`config.mk`:
```
export PLATFORM = sky130hd
export DESIGN_NAME = uart_rx_buffer
export DESIGN_NICKNAME = d
export VERILOG_FILES = /design/src/rtl/uart_pkg.sv /design/src/rtl/sync_fifo.sv /design/src/rtl/uart_rx_buffer.sv
export SDC_FILE = /design/constraint.sdc
export NUM_CORES = 1
export LEC_CHECK = 0
export ABC_AREA = 1
export BUFFER_PORTS_ARGS = -buffer_cell sky130_fd_sc_hd__buf_4
export CORE_MARGIN = 2
export CORE_UTILIZATION = 45
export DETAILED_ROUTE_END_ITERATION = 6
export GPL_TIMING_DRIVEN = 0
export PLACE_DENSITY_LB_ADDON = 0.1
export SYNTH_ARGS = -nofsm -noshare
export SYNTH_HDL_FRONTEND = slang
export SYNTH_SLANG_ARGS = --single-unit
```
`constraint.sdc`:
```
create_clock -name clk -period 2.8 [get_ports clk]
set_input_delay 0.56 -clock clk [delete_from_list [all_inputs] [get_ports clk]]
set_output_delay 0.56 -clock clk [all_outputs]
set_load 0.1 [all_outputs]
```
`src/rtl/uart_pkg.sv`:
```
// Shared definitions for the UART receive path: FSM state encodings,
// character width and the bit-timing derivation used to size the counters.
package uart_pkg;

   localparam int DATA_BITS = 8;

   localparam logic [2:0] ST_WAIT_IDLE = 3'd0;
   localparam logic [2:0] ST_IDLE      = 3'd1;
   localparam logic [2:0] ST_START     = 3'd2;
   localparam logic [2:0] ST_DATA      = 3'd3;
   localparam logic [2:0] ST_PARITY    = 3'd4;
   localparam logic [2:0] ST_STOP      = 3'd5;

   // Clock cycles per bit on the line (integer division, truncates).
   function automatic int calc_bit_time(input int clock_freq, input int baud_rate);
      return clock_freq / baud_rate;
   endfunction

   // Offset from the start edge to the centre of the start bit.
   function automatic int calc_half_time(input int clock_freq, input int baud_rate);
      return calc_bit_time(clock_freq, baud_rate) / 2;
   endfunction

endpackage

```
`src/rtl/sync_fifo.sv`:
```
// Synchronous first-word-fall-through FIFO. DEPTH must be a power of two
// so the pointers wrap naturally. A push while full is accepted only when a
// pop happens in the same cycle; otherwise it is ignored. The head reads 0
// while the FIFO is empty.
module sync_fifo #(
   parameter int DEPTH = 8,
   parameter int WIDTH = 8
) (
   input  logic                     clk,
   input  logic                     rst,
   input  logic                     push,
   input  logic [WIDTH-1:0]         push_data,
   input  logic                     pop,
   output logic [WIDTH-1:0]         data,
   output logic                     empty,
   output logic                     full,
   output logic [$clog2(DEPTH):0]   level
);

   localparam int AW = $clog2(DEPTH);
   localparam logic [AW-1:0] PTR_ONE = AW'(1);
   localparam logic [AW:0]   LVL_ONE = (AW+1)'(1);
   localparam logic [AW:0]   LVL_MAX = (AW+1)'(DEPTH);

   logic [WIDTH-1:0] mem [DEPTH];
   logic [AW-1:0]    wr_ptr;
   logic [AW-1:0]    rd_ptr;
   logic             do_push;
   logic             do_pop;

   assign empty   = (level == '0);
   assign full    = (level == LVL_MAX);
   assign do_pop  = pop && !empty;
   assign do_push = push && (!full || do_pop);
   assign data    = empty ? '0 : mem[rd_ptr];

   // Pointer and occupancy bookkeeping.
   always_ff @(posedge clk or posedge rst) begin
      if (rst) begin
         wr_ptr <= '0;
         rd_ptr <= '0;
         level  <= '0;
      end else begin
         if (do_push) wr_ptr <= wr_ptr + PTR_ONE;
         if (do_pop)  rd_ptr <= rd_ptr + PTR_ONE;
         case ({do_push, do_pop})
            2'b10:   level <= level + LVL_ONE;
            2'b01:   level <= level - LVL_ONE;
            default: level <= level;
         endcase
      end
   end

   // Storage array; contents are don't-care until written.
   always_ff @(posedge clk) begin
      if (do_push) mem[wr_ptr] <= push_data;
   end

endmodule

```
`src/rtl/uart_rx_buffer.sv`:
```
// UART receiver with a byte FIFO in front of the core. Frames 8N1 by default;
// defining UART_RX_PARITY_EN switches to 8E1 with an even-parity check.
//
// state        | meaning
// WAIT_IDLE    | wait for one full bit time of continuous high before listening
// IDLE         | line idle, watching for a start edge
// START        | confirm start bit at its centre (glitch filter)
// DATA         | sample 8 data bits, LSB first, at each bit centre
// PARITY       | sample the even-parity bit (parity build only)
// STOP         | sample stop bit; push byte if high, flag framing error if low
module uart_rx_buffer
   import uart_pkg::*;
#(
   parameter int CLOCK_FREQ = 50_000_000,
   parameter int BAUD_RATE  = 115200,
   parameter int FIFO_DEPTH = 8
) (
   input  logic                          clk,
   input  logic                          rst,
   input  logic                          serial_in,
   output logic [DATA_BITS-1:0]          data_out,
   output logic                          data_out_valid,
   input  logic                          data_out_ready,
   output logic [$clog2(FIFO_DEPTH):0]   level,
   output logic                          frame_err,
   output logic                          overrun,
   output logic                          parity_err,
   input  logic                          err_clear
);

   localparam int BIT_TIME  = calc_bit_time(CLOCK_FREQ, BAUD_RATE);
   localparam int HALF_TIME = calc_half_time(CLOCK_FREQ, BAUD_RATE);
   localparam int CW        = $clog2(BIT_TIME);

   localparam logic [CW-1:0] BIT_LAST  = CW'(BIT_TIME - 1);
   localparam logic [CW-1:0] HALF_LAST = CW'(HALF_TIME - 1);
   localparam logic [CW-1:0] CNT_ONE   = CW'(1);
   localparam logic [2:0]    IDX_LAST  = 3'(DATA_BITS - 1);

   logic                 sync_a;
   logic                 rx_s;
   logic [2:0]           state;
   logic [CW-1:0]        cnt;
   logic [2:0]           bit_idx;
   logic [DATA_BITS-1:0] shift;
   logic                 bit_end;
   logic                 half_end;
   logic                 push_req;
   logic                 frame_set;
   logic                 overrun_set;
   logic                 fifo_empty;
   logic                 fifo_full;
   logic                 par_bad;
   logic                 parity_set;

   assign bit_end  = (cnt == BIT_LAST);
   assign half_end = (cnt == HALF_LAST);

   // Two-flop synchronizer; resets to the idle (high) level.
   always_ff @(posedge clk or posedge rst) begin
      if (rst) begin
         sync_a <= 1'b1;
         rx_s   <= 1'b1;
      end else begin
         sync_a <= serial_in;
         rx_s   <= sync_a;
      end
   end

   // Receive state machine; the bit counter doubles as the idle-qualify timer.
   always_ff @(posedge clk or posedge rst) begin
      if (rst) begin
         state   <= ST_WAIT_IDLE;
         cnt     <= '0;
         bit_idx <= '0;
         shift   <= '0;
      end else begin
         case (state)
            ST_WAIT_IDLE: begin
               if (!rx_s) begin
                  cnt <= '0;
               end else if (bit_end) begin
                  cnt   <= '0;
                  state <= ST_IDLE;
               end else begin
                  cnt <= cnt + CNT_ONE;
               end
            end
            ST_IDLE: begin
               if (!rx_s) begin
                  cnt   <= '0;
                  state <= ST_START;
               end
            end
            ST_START: begin
               if (half_end) begin
                  cnt     <= '0;
                  bit_idx <= '0;
                  state   <= rx_s ? ST_IDLE : ST_DATA;
               end else begin
                  cnt <= cnt + CNT_ONE;
               end
            end
            ST_DATA: begin
               if (bit_end) begin
                  cnt     <= '0;
                  shift   <= {rx_s, shift[DATA_BITS-1:1]};
                  bit_idx <= bit_idx + 3'd1;
                  if (bit_idx == IDX_LAST) begin
`ifdef UART_RX_PARITY_EN
                     state <= ST_PARITY;
`else
                     state <= ST_STOP;
`endif
                  end
               end else begin
                  cnt <= cnt + CNT_ONE;
               end
            end
`ifdef UART_RX_PARITY_EN
            ST_PARITY: begin
               if (bit_end) begin
                  cnt   <= '0;
                  state <= ST_STOP;
               end else begin
                  cnt <= cnt + CNT_ONE;
               end
            end
`endif
            ST_STOP: begin
               if (bit_end) begin
                  cnt   <= '0;
                  state <= rx_s ? ST_IDLE : ST_WAIT_IDLE;
               end else begin
                  cnt <= cnt + CNT_ONE;
               end
            end
            default: begin
               cnt   <= '0;
               state <= ST_WAIT_IDLE;
            end
         endcase
      end
   end

`ifdef UART_RX_PARITY_EN
   assign parity_set = (state == ST_PARITY) && bit_end && ((^shift) != rx_s);

   // Remembers a parity mismatch until the stop bit decides the byte's fate.
   always_ff @(posedge clk or posedge rst) begin
      if (rst)                    par_bad <= 1'b0;
      else if (state == ST_START) par_bad <= 1'b0;
      else if (parity_set)        par_bad <= 1'b1;
   end

   // Sticky parity error flag; a new mismatch beats a simultaneous clear.
   always_ff @(posedge clk or posedge rst) begin
      if (rst)             parity_err <= 1'b0;
      else if (parity_set) parity_err <= 1'b1;
      else if (err_clear)  parity_err <= 1'b0;
   end
`else
   assign par_bad    = 1'b0;
   assign parity_set = 1'b0;
   assign parity_err = 1'b0;
`endif

   // Stop-bit outcome, decoded in the sampling cycle so the FIFO writes on that edge.
   always_comb begin
      push_req    = 1'b0;
      frame_set   = 1'b0;
      if ((state == ST_STOP) && bit_end) begin
         push_req  = rx_s && !par_bad;
         frame_set = !rx_s;
      end
      overrun_set = push_req && fifo_full && !data_out_ready;
   end

   // Sticky frame/overrun flags; a set event beats a simultaneous clear.
   always_ff @(posedge clk or posedge rst) begin
      if (rst) begin
         frame_err <= 1'b0;
         overrun   <= 1'b0;
      end else begin
         if (frame_set)      frame_err <= 1'b1;
         else if (err_clear) frame_err <= 1'b0;
         if (overrun_set)    overrun   <= 1'b1;
         else if (err_clear) overrun   <= 1'b0;
      end
   end

   sync_fifo #(
      .DEPTH (FIFO_DEPTH),
      .WIDTH (DATA_BITS)
   ) u_fifo (
      .clk       (clk),
      .rst       (rst),
      .push      (push_req),
      .push_data (shift),
      .pop       (data_out_ready),
      .data      (data_out),
      .empty     (fifo_empty),
      .full      (fifo_full),
      .level     (level)
   );

   assign data_out_valid = !fifo_empty;

endmodule
```
# After elaboration in Yosys (flattened, before gate mapping)
# Memories as Yosys holds them, arrays and structs flattened.
# Cells that the tools add are included.
# W data, S select, Z words.
[op_classes] n_eq_ne=17 add_sub_neg=6 n_reduce_logical=20 muxes=27
[ops] cell="$mux W9" count=4
[ops] cell="$pmux W9 S4" count=1
[ops] cell="$mux W3" count=9
[ops] cell="$pmux W3 S5" count=1
[ops] cell="$ne A2 B2 Y1 const B" count=7
[ops] cell="$add A3 B1 Y3 const B" count=3
[ops] cell="$add A9 B1 Y9 const B" count=1
[ops] cell="$eq A9 B8 Y1 const B" count=1
[ops] cell="$eq A9 B9 Y1 const B" count=1
[ops] cell="$mux W1" count=8
[ops] cell="$mux W8" count=1
[ops] cell="$pmux W4 S2" count=1
[ops] cell="$reduce_bool A2 Y1" count=4
[ops] cell="$reduce_and A7 Y1" count=1
[ops] cell="$eq A3 B2 Y1 const B" count=2
[ops] cell="$eq A3 B3 Y1 const B" count=2
[ops] cell="$pmux W3 S2" count=1
[ops] cell="$logic_and A1 B1 Y1" count=5
[ops] cell="$add A4 B1 Y4 const B" count=1
[ops] cell="$eq A4 B4 Y1 const B" count=1
[ops] cell="$logic_not A1 Y1" count=4
[ops] cell="$logic_not A4 Y1" count=1
[ops] cell="$sub A4 B1 Y4 const B" count=1
[ops] cell="$eq A3 B1 Y1 const B" count=1
[ops] cell="other kinds (8)" count=8
[word_totals] ram_bits=64 reg_bits=37 n_memories=1 elab_cells=82 inputBits=5
[mem_list] name="u_fifo.mem" words=8 width=8 read_ports=1 rd_ports_with_merged_regs=0 wr=1 line="sync_fifo.sv:25" text="logic [WIDTH-1:0] mem [DEPTH];"

# Logic depth before layout (Yosys ltp)
# Gate-level depths: netlist of run 1.
[logic_depth] depth_word=7 depth_mapped=14 ltp_nobuf=14

# By module
# From an unflattened synthesis of run 1, not the netlist that was laid out.
[hier_totals] cells_unflattened=449 area_unflattened_um2=4628.2
[modules_own_cells] mod="sync_fifo" area_per_inst_um2=3141.8 cells_per_inst=272 n_inst=1
[modules_own_cells] mod="uart_rx_buffer" area_per_inst_um2=1486.4 cells_per_inst=177 n_inst=1

# Worst setup path after synthesis of run 1
# No wires, ideal clock.
[synth_timing] path_kind="reg-to-output" from="reg u_fifo.level[1]" to="out data_out[0]" path_buffers=0 path_stages_with_launch=5 arrival_time_ps=3313 setup_slack_ps=-1073 path_cell_list="dfrtp_1 -> nor2_1 -> nand3_2 -> nand2_1 -> a31oi_1"
[synth_via] elab_chain_cells=2
[synth_rtl] element="from (decl)" line="sync_fifo.sv:17" text="output logic [$clog2(DEPTH):0] level"
[synth_rtl] element="from (signal assigned)" line="sync_fifo.sv:47" text="2'b10: level <= level + LVL_ONE;"
[synth_rtl] element="from (signal assigned)" line="sync_fifo.sv:48" text="2'b01: level <= level - LVL_ONE;"
[synth_rtl] element="from (signal assigned)" line="sync_fifo.sv:49" text="default: level <= level;"
[synth_rtl] element="$logic_not A4 Y1" line="sync_fifo.sv:31" text="assign empty = (level == '0);"
[synth_rtl] element="$mux W8" line="sync_fifo.sv:35" text="assign data = empty ? '0 : mem[rd_ptr];"
[synth_rtl] element="to (decl)" line="uart_rx_buffer.sv:21" text="output logic [DATA_BITS-1:0] data_out,"
# Every way passes these cells.

# Worst setup path in the final report of run 1
[layout_timing] from="reg u_fifo.rd_ptr[1]" to="out data_out[6]"
[layout_via] elab_chain_cells=2
[layout_rtl] element="from (decl)" line="sync_fifo.sv:27" text="logic [AW-1:0] rd_ptr;"
[layout_rtl] element="from (signal assigned)" line="sync_fifo.sv:45" text="if (do_pop) rd_ptr <= rd_ptr + PTR_ONE;"
[layout_rtl] element="$mem_v2 Z8 W8"
[layout_rtl] element="$mux W8" line="sync_fifo.sv:35"
# Every way passes these cells.

==> results.cfg, run 1 <==
[route]
ant_nets = 0
drt-initial-drc-count = 191
remaining_drc_errors = 0
firstDrtPassIters = 5
finalWirelength_mm = 9.40
vias = 3146
wl_per_cell_um = 15.0
avgViaCountPerCell = 5.01

[worst_setup_path]
required_ns = 2.24
crit_arrival_ns = 2.04
startpoint_type = register
crit_chain = clkbuf_4 > inv_2 > buf_2 > nor2_1 > o21ai_1 > nand3_1 > nand2_1 > a31oi_4 > buf_8
crit_slowest_cell = dfrtp_1
critical_path_class = reg -> out
cpPeakStageDelay_ns = 0.39
end_kind = output port
cp_max_fo = 10

[clocking]
insertion_delay_ns = 0.37
cts_hold_buf = 0
cts_resized = 5
cts_tree = yes
numCtsBuffers = 9
clockBufferDepth = 2
root_buffer = clkbuf_8
clock_sinks = 101
path_clk_slew_ns = 0.10
h-tree-depth = 3
cts_setup_buffers = 0

[finish]
drive_gt1_frac = 0.160
fill_cells = 889
seqCellArea_um2 = 2860
final_cell_mix = 89 x nand2_1, 89 x nor2_1, 64 x edfxtp_1, 39 x o21ai_0, 36 x nand3_1
nets = 505
insertedDiodeCount = 0
multi_input_area_um2 = 1620
area_growth_pct = 14.6
fin_area_um2 = 5230

[synthesis]
synthArstFlopShare = 0.366
synth_area_leaders = edfxtp_1 42%, dfrtp_1 19%, nand2_1 7.3%
ys_warn_count = 0
yosys.area.top_type = edfxtp_1
ys_types = 33
syn_inst = 461
synth_edf_count = 64
ys_ff_latch = 101
synth_fp_nets = 476
synth_area_um2 = 4560
syn_area_per_cell_um2 = 9.90
yosys.area.top_type_share = 0.421
ys_seq_area_frac = 0.625
ys.flop_type = edfxtp_1

[grt]
antenna_found_initial = 0
grt_max_degree = 38
grt-ovfl-total = 0
grt_pass1_vias = 2958
grt_usage = 0.183
grt_first_pass_wirelength_mm = 15.4

[pwr]
power_density_nw_per_um2 = 474
power_mw = 2.48
leakagePower_nw = 2.38
peakVddDrop_mv = 0.238

[timing]
tightest_slew_ns = 0.855
rsz0062_at_grt = false
fin_crit_ns = 2.60
period_share = 0.927
max_freq_mhz = 385
tns_ns = 0
slew_viol_final = 0
slew_headroom = 0.428
setup-violations-final = 0
whs_ns = 0.301
clock_skew_ns = 0.0129
hold_viol_final = 0

[die]
num_io_pins = 21
core_region_area_um2 = 9820
die_area_um2 = 11000
die_x_um = 105
row_count = 36
start_util = 0.465
die_h_um = 105

[placed_design]
hpwl_mm = 6.40
place.gp.congestion = 0.906
placed_cell_area_um2 = 5000
io_buffer_count = 19

[hold_path]
hp-class = in -> reg

[outcome]
status = finished clean

[run]
max-cap-violations = 0
-- worst paths after layout --
| check | to | slack [ns] | cells past startpoint | start |
|---|---|---|---|---|
| worst max-delay path | data_out[6] | 0.20 | 9 | u_fifo.rd_ptr[1] |
| worst min-delay path | sync_a | 0.30 | 1 | serial_in |
| worst max register to register | u_fifo.mem[0][6] | 0.36 | 9 | cnt[1] |
| worst min register to register | rx_s | 0.37 | 0 | sync_a |
| max in group asynchronous | u_fifo.level[3] | 1.92 | 2 | rst |
| min in group asynchronous | overrun | 0.34 | 2 | rst |
-- stage by stage --
step / util / cells / setup slack, ns
6_report: 0.533 / 628 / 0.203
5_1_grt: 0.533 / 628 / 0.0163
4_1_cts: 0.528 / 629 / 0.00978
3_5_place_dp: 0.510 / 613 / 0.162
3_3_place_gp: 0.510 / 613 / 0.115
2_1_floorplan: - / 461 / 0.156
-- Yosys cell counts, types with 4 or more instances --
master    count
a31oi_1       8
buf_2         5
clkbuf_1      7
dfrtp_1      35
edfxtp_1     64
ha_1         10
inv_1        34
nand2_1      89
nand2_2       4
nand3_1      36
nand4_1       4
nor2_1       89
o21ai_0      39
xor2_1        8
-- power by group --
group / total (mW) / switching [mW] / leakage [nW] / internal [mW]
logic: 0.0409 / 0.0293 / 1.07 / 0.0116
registers: 1.58 / 0.00487 / 1.22 / 1.58
clock network: 0.857 / 0.523 / 0.0870 / 0.334
-- sequential cells by signal (all words and copies together), names as in the netlist --
register	cells
frame_err	1
overrun	1
state	3
shift	8
u_fifo.rd_ptr	3
u_fifo.level	4
u_fifo.wr_ptr	3
u_fifo.mem	64
bit_idx	3
cnt	9
sync_a	1
rx_s	1
-- final cells by class --
type                       instances  area share
inverter                          39      0.0292
clock buffer                       9      0.0237
timing repair buffer              19      0.0337
sequential                       101       0.546
multi-input combinational        307       0.310
buffer                            13      0.0151
tap                              133      0.0318
clock inverter                     7      0.0105
-- worst max-delay path: cells and delay by family, from the launching register on --
family / cells / cell delay, ns
buf+inv: 4 / 0.82
compound gates: 2 / 0.13
flops: 1 / 0.39
simple gates: 3 / 0.32
-- routing by layer --
layer / global-route usage / share of wire / routed length [µm] / up-vias
met5: 0 / 0 / 0 / -
met4: 0.0743 / 0.020 / 188 / 0
met3: 0.0293 / 0.038 / 359 / 15
met2: 0.300 / 0.49 / 4650 / 70
met1: 0.245 / 0.45 / 4200 / 1465
li1: - / - / - / 1596
-- logic make-up after synthesis --
| group | count (synthesis) | share of synthesized area |
|---|---|---|
| AOI/OAI and AO/OA | 57 | 0.0683 |
| xor gates and xnor gates | 9 | 0.0173 |
| adders and majority gates | 10 | 0.0274 |
| buffers and inverters | 53 | 0.0477 |
| DFF | 101 | 0.625 |
| other | 1 | 0.000822 |
| and+or+nand+nor | 230 | 0.214 |
(Power assumes the default switching activity.)
==> run 2: changes to the inputs <==
==> constraint.sdc (replaced) <==
create_clock -name clk -period 3.1 [get_ports clk]
set_input_delay 0.62 -clock clk [delete_from_list [all_inputs] [get_ports clk]]
set_output_delay 0.62 -clock clk [all_outputs]
set_load 0.1 [all_outputs]
==> run 2 against run 1 <==
Sequential power is 9% lower; total power is 8.3% lower; non-clock buffer count is 1 higher; worst setup slack better by 0.057 ns; hold slack better by 0.046 ns; global-route usage is 0.16 points higher; combinational power is 9.8% lower; first-iteration DRC count is 15% lower; final area is 0.74% lower; sequential share of layout area is 0.31 points higher; clock power is 5.6% lower.
==> results.cfg, run 2 (synthesis results as in run 1) <==
[outcome]
status = finished clean

[pwr]
power.switching_mw = 0.526
peakVddDrop_mv = 0.184
p_clk_frac = 0.356
power_density_nw_per_um2 = 438
comb_power_share = 0.016
leakagePower_nw = 2.38
p_int_mw = 1.75
switching_share = 0.231
power_frac_seq = 0.628

[route]
remaining_drc_errors = 0
vias = 3183
wl_per_cell_um = 14.9
ant_nets = 0
finalWirelength_mm = 9.35
drt-initial-drc-count = 163
avgViaCountPerCell = 5.06
firstDrtPassIters = 5

[finish]
fin_area_um2 = 5190
regMostFlops = u_fifo.mem
final_cell_mix = 89 x nand2_1, 89 x nor2_1, 64 x edfxtp_1, 39 x o21ai_0, 36 x nand3_1
drive_gt1_frac = 0.149
area_growth_pct = 13.8
seqCellArea_um2 = 2850
fill_cells = 906
insertedDiodeCount = 0
largest_reg_flops = 64
reg_top3 = u_fifo.mem: 64 flops, cnt: 9 flops, shift: 8 flops
nets = 506
multi_input_area_um2 = 1620

[timing]
tightest_slew_ns = 0.842
slew_viol_final = 0
setup-violations-final = 0
max_freq_mhz = 352
period_share = 0.916
rsz0062_at_grt = false
slew_headroom = 0.436
hold_viol_final = 0
clock_skew_ns = 0.00896
tns_ns = 0
fin_crit_ns = 2.84

[die]
die_x_um = 105
core_region_area_um2 = 9820
row_count = 36
num_io_pins = 21
die_h_um = 105
die_area_um2 = 11000
start_util = 0.465

[run]
max-cap-violations = 0

[clocking]
numCtsBuffers = 9
clockBufferDepth = 2
cts_tree = yes
root_buffer = clkbuf_8
clock_sinks = 101
path_clk_slew_ns = 0.10
insertion_delay_ns = 0.37
h-tree-depth = 3
cts_setup_buffers = 0

[grt]
grt-ovfl-total = 0
antenna_found_initial = 0
grt_max_degree = 38
grt_pass1_vias = 3116
grt_usage = 0.185
grt_first_pass_wirelength_mm = 15.6

[worst_setup_path]
critical_path_class = reg -> out
crit_chain = clkbuf_1 > buf_2 > nor2_1 > nor2_1 > o21ai_0 > nand3_1 > nand2_1 > a31oi_4 > buf_4
crit_slowest_cell = dfrtp_1
crit_arrival_ns = 2.22
cp_common_cell = nor2_1
end_kind = output port
reg2reg_slack_ns = 0.63
cpPeakStageDelay_ns = 0.37
cp_max_fo = 10
required_ns = 2.48
startpoint_type = register

[placed_design]
hpwl_mm = 6.44
io_buffer_count = 19
place.gp.congestion = 0.877
placed_cell_area_um2 = 5000

[hold_path]
hp-class = in -> reg
[run 2: path summary, 6_finish.rpt]
check                                       from               end  depth (start not counted)
worst max-delay path            u_fifo.rd_ptr[0]       data_out[1]                          9
worst min register to register            sync_a              rx_s                          0
worst max register to register            cnt[1]  u_fifo.mem[0][2]                          9
min in group asynchronous                    rst   u_fifo.level[2]                          2
worst min-delay path                   serial_in            sync_a                          1
max in group asynchronous                    rst            cnt[4]                          2
[run 2: cell type report]
cell class / count / area share
Inverter: 39 / 0.0294
Timing Repair Buffer: 19 / 0.0275
Tap cell: 133 / 0.0321
Clock inverter: 7 / 0.0121
Sequential cell: 101 / 0.549
Clock buffer: 9 / 0.0239
Buffer: 14 / 0.0137
Multi-Input combinational cell: 307 / 0.312
[run 2: worst max-delay path, delay by kind of cell, from the launching register on]
family,cells,cell delay (ns)
buffers and inverters,3,0.85
AOI/OAI and AO/OA,2,0.24
DFF,1,0.37
and+or+nand+nor,4,0.39
[run 2: through the flow]
stage / std cells / total power, mW / hold slack (ns) / setup slack [ns] / util
floorplan: 461 / 1.48 / 0.345 / 0.167 / -
global placement: 613 / 1.49 / 0.347 / 0.411 / 0.509
detailed placement: 613 / 1.50 / 0.352 / 0.325 / 0.509
CTS: 629 / 2.29 / 0.326 / 0.0170 / 0.528
global route: 629 / 2.36 / 0.323 / 0.0830 / 0.529
finish: 629 / 2.27 / 0.348 / 0.261 / 0.529
[run 2: routing by layer]
metal,routed length [µm],GRT usage,vias up
met4,211,0.0781,0
met2,4680,0.313,66
met5,0,0,-
li1,-,-,1589
met1,4090,0.237,1512
met3,364,0.0293,16
[run 2: power groups by stage]
stage / sequential (mW) / clock, mW / combinational, mW
2_1_floorplan: 1.46 / 0 / 0.0276
6_report: 1.43 / 0.809 / 0.0369
3_3_place_gp: 1.46 / 0 / 0.0372
3_5_place_dp: 1.46 / 0 / 0.0386
4_1_cts: 1.43 / 0.828 / 0.0385
5_1_grt: 1.43 / 0.886 / 0.0444
[run 2: timing repair]
action,in CTS,in global routing
hold endpoints to repair,0,0
cloned,0,0
endpoints found under the setup margin,8,8
pin swaps,0,0
resized for setup,1,8
hold buffers,0,0
